**config.mk**
```make
export PLATFORM = sky130hd
export DESIGN_NAME = reg_file_wb
export DESIGN_NICKNAME = d
export VERILOG_FILES = /design/src/rtl/rf_pkg.sv /design/src/rtl/rf_clear_fsm.sv /design/src/rtl/reg_file_wb.sv
export SDC_FILE = /design/constraint.sdc
export NUM_CORES = 2
export LEC_CHECK = 0
export BUFFER_PORTS_ARGS = -buffer_cell sky130_fd_sc_hd__clkbuf_2
export CAP_MARGIN = 10
export CORE_MARGIN = 4
export CORE_UTILIZATION = 33
export DETAILED_ROUTE_END_ITERATION = 10
export SLEW_MARGIN = 5
export SYNTH_ARGS = -nofsm -noshare
export SYNTH_HDL_FRONTEND = slang
export SYNTH_SLANG_ARGS = --single-unit
```
**constraint.sdc**
```tcl
create_clock -name clk -period 1.8 [get_ports clk]
set_input_delay 0 -clock clk [delete_from_list [all_inputs] [get_ports clk]]
set_output_delay 0 -clock clk [all_outputs]
set_load 0.05 [all_outputs]
```
**src/rtl/rf_pkg.sv**
```systemverilog
// Shared defaults and state encoding for the write-back register file.
package rf_pkg;

  localparam int unsigned DATA_W_DEF = 32;
  localparam int unsigned ADDR_W_DEF = 5;
  localparam int unsigned NUM_REGS   = 2 ** ADDR_W_DEF;

  typedef enum logic {
    StIdle,
    StClear
  } rf_state_e;

endpackage

```
**src/rtl/rf_clear_fsm.sv**
```systemverilog
// Sequencer for the whole-file clear: owns the state, the sweep index and the busy flag.
module rf_clear_fsm
  import rf_pkg::*;
#(
  parameter int unsigned ADDR_W = ADDR_W_DEF
) (
  input  logic              clk,
  input  logic              rst_n,
  input  logic              clr_i,
  output logic              busy_o,
  output logic              clr_en_o,
  output logic [ADDR_W-1:0] clr_idx_o
);

  rf_state_e         state_q;
  logic [ADDR_W-1:0] idx_q;

  // Register 0 is hard-wired to zero, so the sweep starts at 1 and ends on the top index.
  always_ff @(posedge clk or negedge rst_n) begin
    if (!rst_n) begin
      state_q <= StIdle;
      idx_q   <= '0;
      busy_o  <= 1'b0;
    end else begin
      unique case (state_q)
        StIdle: begin
          if (clr_i) begin
            state_q <= StClear;
            idx_q   <= ADDR_W'(1);
            busy_o  <= 1'b1;
          end
        end
        StClear: begin
          if (&idx_q) begin
            state_q <= StIdle;
            idx_q   <= '0;
            busy_o  <= 1'b0;
          end else begin
            idx_q <= idx_q + ADDR_W'(1);
          end
        end
        default: begin
          state_q <= StIdle;
          busy_o  <= 1'b0;
        end
      endcase
    end
  end

  assign clr_en_o  = (state_q == StClear);
  assign clr_idx_o = idx_q;

endmodule

```
**src/rtl/reg_file_wb.sv**
```systemverilog
// Two-read, one-write register file with index 0 hard-wired to zero and a sequenced clear.
// Define REGFILE_BYPASS_EN to forward same-cycle write data onto matching read ports.
module reg_file_wb
  import rf_pkg::*;
#(
  parameter int unsigned DATA_W = DATA_W_DEF,
  parameter int unsigned ADDR_W = ADDR_W_DEF
) (
  input  logic              clk,
  input  logic              rst_n,
  input  logic [ADDR_W-1:0] RFrs1,
  input  logic [ADDR_W-1:0] RFrs2,
  input  logic [ADDR_W-1:0] RFrd,
  input  logic [DATA_W-1:0] RFwrdata,
  input  logic              RFwe,
  input  logic              RFclr,
  output logic [DATA_W-1:0] RFrd1,
  output logic [DATA_W-1:0] RFrd2,
  output logic              RFbusy
);

  localparam int unsigned NumRegs = 2 ** ADDR_W;

  logic [DATA_W-1:0] regs_q [NumRegs];
  logic              clr_en;
  logic [ADDR_W-1:0] clr_idx;
  logic              wr_en;

  rf_clear_fsm #(
    .ADDR_W(ADDR_W)
  ) u_clear_fsm (
    .clk      (clk),
    .rst_n    (rst_n),
    .clr_i    (RFclr),
    .busy_o   (RFbusy),
    .clr_en_o (clr_en),
    .clr_idx_o(clr_idx)
  );

  // Writes are dropped, not deferred, while the clear sweep runs.
  assign wr_en = RFwe && (RFrd != '0) && !clr_en;

  always_ff @(posedge clk or negedge rst_n) begin
    if (!rst_n) begin
      for (int i = 0; i < NumRegs; i++) begin
        regs_q[i] <= '0;
      end
    end else if (clr_en) begin
      regs_q[clr_idx] <= '0;
    end else if (wr_en) begin
      regs_q[RFrd] <= RFwrdata;
    end
  end

  always_comb begin
    RFrd1 = (RFrs1 == '0) ? '0 : regs_q[RFrs1];
    RFrd2 = (RFrs2 == '0) ? '0 : regs_q[RFrs2];
`ifdef REGFILE_BYPASS_EN
    if (wr_en && (RFrs1 == RFrd)) RFrd1 = RFwrdata;
    if (wr_en && (RFrs2 == RFrd)) RFrd2 = RFwrdata;
`endif
  end

endmodule

```
# Word-level counts from Yosys, hierarchy flattened
# Index checks and enable logic that the tools add are counted.
# word_totals
regBits	1031
input_bits	51
output_inout_bits	65
# op_classes
add_sub_neg	1
order_cmp	6
n_eq_ne	2
muxes	24
bitwise	7
n_reduce_logical	11
# op_table
cell	count
$mux W1024	2
$and A1024 B1024 Y1024	1
$bwmux W1024	1
$not A1024 Y1024	1
$bmux W32 S5	2
$demux W32 S5	2
$mux W32	8
$ge A6 B6 Y1 const B	4
$not A5 Y6	4
$lt A6 B1 Y1 const B	2
$logic_not A5 Y1	2
$mux W5	2
$pmux W5 S2	1
$add A5 B1 Y5 const B	1
$reduce_and A5 Y1	1
$reduce_bool A5 Y1	1
$logic_and A1 B1 Y1	4
$mux W1	4
$ne A2 B2 Y1 const B	2
$pmux W1 S2	2
$reduce_and A2 Y1	1
$reduce_bool A2 Y1	1
$logic_not A1 Y1	1
$not A1 Y1	1

# Logic depth before layout (Yosys ltp)
# logic_depth
depth_word	8
depth_mapped	7
mapped_depth_nobuf	5

# Modules after synthesis
# A second synthesis with hierarchy kept.
# hier_totals
cells_unflattened	3785
hier_area_um2	52693.0
# modules_own_cells
mod	instances	cells_per_inst	area_per_inst_um2	seq_area_each_um2
reg_file_wb	1	3756	52356.5	25624.6
rf_clear_fsm	1	29	336.6	175.2

# Worst setup path before layout
# Ideal clock, no wire load.
# synth_timing
path_type	input port to output port
from	in RFrs2[0]
to	out RFrd2[0]
t_arrival_ps	2543
t_required_ps	1800
setup_slack_ps	-743
stages	7
path_buffers	4
path_cell_list	buf_2 -> inv_1 -> clkbuf_1 -> clkbuf_1 -> buf_2 -> o2111ai_1 -> a311oi_1
# synth_between
elab_chain_cells	5
# synth_rtl
item	line_no	rtl
start: declaration	reg_file_wb.sv:12	input logic [ADDR_W-1:0] RFrs2,
$not A5 Y6 (not written as such)	reg_file_wb.sv:57	RFrd2 = (RFrs2 == '0) ? '0 : regs_q[RFrs2];
$bmux W32 S5	reg_file_wb.sv:57	
$mux W32 (not written as such) (2 in a row)	reg_file_wb.sv:57	
$mux W32 (*)	reg_file_wb.sv:57	
end: declaration	reg_file_wb.sv:18	output logic [DATA_W-1:0] RFrd2,
# Every way passes the cells marked *; elsewhere a longest branch is shown, timed or not. The select of a mux whose other input is x is not followed.

# Worst setup path in the final report
# layout_timing
from	reg regs_q[771] (netlist bit)
to	out RFrd2[3]
# layout_between
elab_chain_cells	4
# layout_rtl
item	line_no	rtl
start: declaration	reg_file_wb.sv:24	logic [DATA_W-1:0] regs_q [NumRegs];
start signal: indexed assignment	reg_file_wb.sv:51	regs_q[RFrd] <= RFwrdata;
$bmux W32 S5	reg_file_wb.sv:57	
$mux W32 (not written as such) (2 in a row)	reg_file_wb.sv:57	
$mux W32	reg_file_wb.sv:57	
# No other way between the ends. The select of a mux whose other input is x is not followed.

==> impl_results.md <==
* Outcome: complete, but fails checks
* Failing checks: setup timing
* Leak at 32.6 nW
* Share of layout cells above drive strength 1 at 46.1%
* Fillers at 13.4k
* Global-route wire length before repair at 335 mm
* DRT Pass-1 Iters at 6
* PwrDens at 1030 nW/µm²
* Chip height at 408 µm
* Sequential cell area at 25,800 µm²
* Max-slew violation count at 0
* Unique masters post-synth at 39
* CTS tree: built
* Average size of a mapped cell at 13.9 µm²
* Worst-path clk slew at 0.06 ns
* Cell family with most CP delay: multiplexers
* WS Path Type: reg -> out
* Most frequent cells in the layout: dfrtp_1 (1,030), a22o_1 (992), buf_4 (558)
* Area delta synth->final at 40.0%
* CP startpoint kind: flop
* Worst hold margin at 0.0266 ns
* Final Routed Wirelength at 242 mm
* Peak supply drop at 0.000817 V
* Clk root buf: clkbuf_16
* RSZ-0062 raised after global routing: yes
* R2r setup slk at -0.38 ns
* Top cell type's share of synthesized area at 49.0%
* Post-DP HPWL at 147 mm
* Vias in the first global route at 44.8k
* Cell mode on critical path: buf_12
* GR Overflow Total at 0
* Io pins at 116
* Sequential share of the synthesized area at 49.0%
* Final Hold Fails at 0
* Buffers and inverters on the worst path at 2
* Crit path capture type: output pin
* Syn_nets at 3,849
* Vias at 45.3k
* Top cells by area, synth: dfrtp_1 (49%), mux4_2 (19%), a22o_1 (16%)
* Hold WC Path Type: in -> async
* Ys Warns at 0
* Number of buffers created by CTS at 109
* Crit path DAT at 2.60 ns
* CTS sink count at 1,031
* Most common cell after layout, fill and taps aside: dfrtp_1
* Max Fclk at 384 MHz
* Final period utilization at 145%
* Mean routed wirelength per cell at 36.3 µm
* Setup ws final at -0.805 ns
* Cell at the slowest stage of the critical path: mux4_2
* Final Power at 76.3 mW
* Die ar. at 166,000 µm²
* H-tree depth at 3
* Initial antenna violation count at 13
* Max-cap violation count at 0
* Fin crit period at 2.60 ns
* Cell taking the most area after synthesis: dfrtp_1
* Crit Path Max Fanout at 3
* Starting Density at 33.2%
* DRT iter0 DRCs at 6,409
* Multi-input logic area at 27,900 µm²
* Die Wd at 408 µm
* Cell total after placement at 6,253
* Vias/cell at 6.79
* Pin count of the biggest net entering global routing at 97
* GRT Util Overall at 27.4%
* Fin nets at 4,566
* Buffers added on ports at 115
* Actual slew at the worst max-slew pin at 1.42 ns
* Crit path required time at 1.80 ns
* Placer congestion estimate at 0.942
* DRC at 0
* Worst rel slew slack at 5.26%
* Post-Syn Area at 52,700 µm²
* Longest Clk Path Bufs at 3
* Syn Inst Count at 3,793
* Worst-skew pair later-pin latency at 0.77 ns
* Row count at 146
* DRT antenna net count at 0
* Seq cells post-synth at 1,031
* Clock skew at 0.0351 ns
* Placeable Area at 159,000 µm²
* Fin cells at 6,675
* Slowest Stage Delay on Critical Path at 0.50 ns
* Sequence of cells on the critical path: mux4_2, mux2_4, o21ai_4, a311oi_4, buf_12, buf_12
* # setup viols final at 1,056
[registers in the layout (all words and copies together), names as in the netlist]
name / count
u_clear_fsm.clr_idx_o: 5
u_clear_fsm.busy_o: 1
u_clear_fsm.clr_en_o: 1
regs_q: 1024
[synthesized netlist by cell type]
| cell | number |
|---|---|
| dfrtp_1 | 1031 |
| a22o_1 | 992 |
| mux4_2 | 448 |
| clkbuf_1 | 398 |
| mux2i_1 | 128 |
| o21ai_0 | 113 |
| buf_2 | 83 |
| nor2b_1 | 68 |
| a211oi_1 | 64 |
| a22oi_1 | 64 |
| a311oi_1 | 64 |
| mux2_2 | 64 |
| a221oi_1 | 47 |
| and2_1 | 38 |
| nand2_1 | 37 |
| nor2_1 | 36 |
| a21oi_1 | 32 |
| o2111ai_1 | 17 |
| buf_1 | 16 |
| inv_1 | 8 |
| and3_1 | 5 |
| ha_1 | 5 |
| nor3_1 | 5 |
| nand2b_1 | 4 |
| nand4b_1 | 3 |
| nand4bb_1 | 3 |
| nor3_2 | 3 |
| o32ai_1 | 2 |
| or2_2 | 2 |
| or3b_1 | 2 |
| or4_1 | 2 |
| xnor2_1 | 2 |
| nand3_1 | 1 |
| nand3b_1 | 1 |
| nand4_1 | 1 |
| o22ai_1 | 1 |
| o31ai_1 | 1 |
| or3_1 | 1 |
| or4b_1 | 1 |
[through the flow]
step           setup slack, ns  setup TNS [ns]  area, µm²  util (%)
2_1_floorplan          -0.0481          -24.30      53900         -
4_1_cts                 -0.788         -158.27      72100      45.5
5_1_grt                 -0.790         -265.27      73800      46.5
6_report                -0.805         -233.05      73800      46.5
3_3_place_gp            -0.584          -91.55      64800      40.9
3_5_place_dp            -0.563         -101.84      64800      40.9
[per-layer routing]
layer  routed length, µm  GRT usage [%]
met5                  69              0
met4               16900           14.0
met3               32400           9.80
met2              103000           39.8
met1               90100           36.1
[report_power, final]
part / switching (mW) / internal [mW]
Combinational: 11.2 / 11.7
Sequential: 3.05 / 26.7
Clock: 10.4 / 13.2
Total: 24.6 / 51.7
[final timing paths]
kind | from | end | cells past startpoint
worst max-delay path | regs_q[771]$_DFFE_PN0P_ | RFrd2[3] | 6
worst min-delay path | rst_n | regs_q[730]$_DFFE_PN0P_ | 3
worst max register to register | u_clear_fsm.clr_en_o$_DFF_PN0_ | regs_q[314]$_DFFE_PN0P_ | 9
worst min register to register | regs_q[325]$_DFFE_PN0P_ | regs_q[325]$_DFFE_PN0P_ | 1
max in group asynchronous | rst_n | regs_q[725]$_DFFE_PN0P_ | 3
min in group clk | RFwrdata[5] | regs_q[709]$_DFFE_PN0P_ | 2
[worst min-delay path, stage by stage]
cell and delay, ns:
dlygate4sd3_1 0.57, buf_8 0.31, buf_4 0.23
[final cells by class]
class / count / area share (%)
Antenna cell: 7 / 0.0237
Clock buffer: 153 / 4.29
Clock inverter: 44 / 0.653
Inverter: 8 / 0.0458
Multi-Input combinational cell: 2257 / 37.8
Sequential cell: 1031 / 35.0
Tap cell: 2072 / 3.51
Timing Repair Buffer: 1103 / 18.7
[logic make-up (layout without fill, tap and decap cells)]
family / count (synthesis) / after routing / synth area share [%]
flip-flops: 1031 / 1031 / 49.0
buffers and inverters: 505 / 1308 / 3.79
AO/OA/AOI/OAI: 1397 / 1397 / 21.9
multiplexers: 640 / 640 / 22.9
other: 0 / 7 / 0
adder cells (fa/ha/maj): 5 / 5 / 0.119
AND/OR/NAND/NOR: 213 / 213 / 2.26
XOR/XNOR: 2 / 2 / 0.0333
[timing repair]
item                                    4_1_cts  5_1_grt
hold endpoints to repair                   1073        0
pin swaps                                   128       74
setup buffers                               103       75
endpoints found under the setup margin      897     1058
resized for setup                           486      136
gates cloned                                 43       28
hold buffers                                  6        0
(Power assumes the default switching activity.)
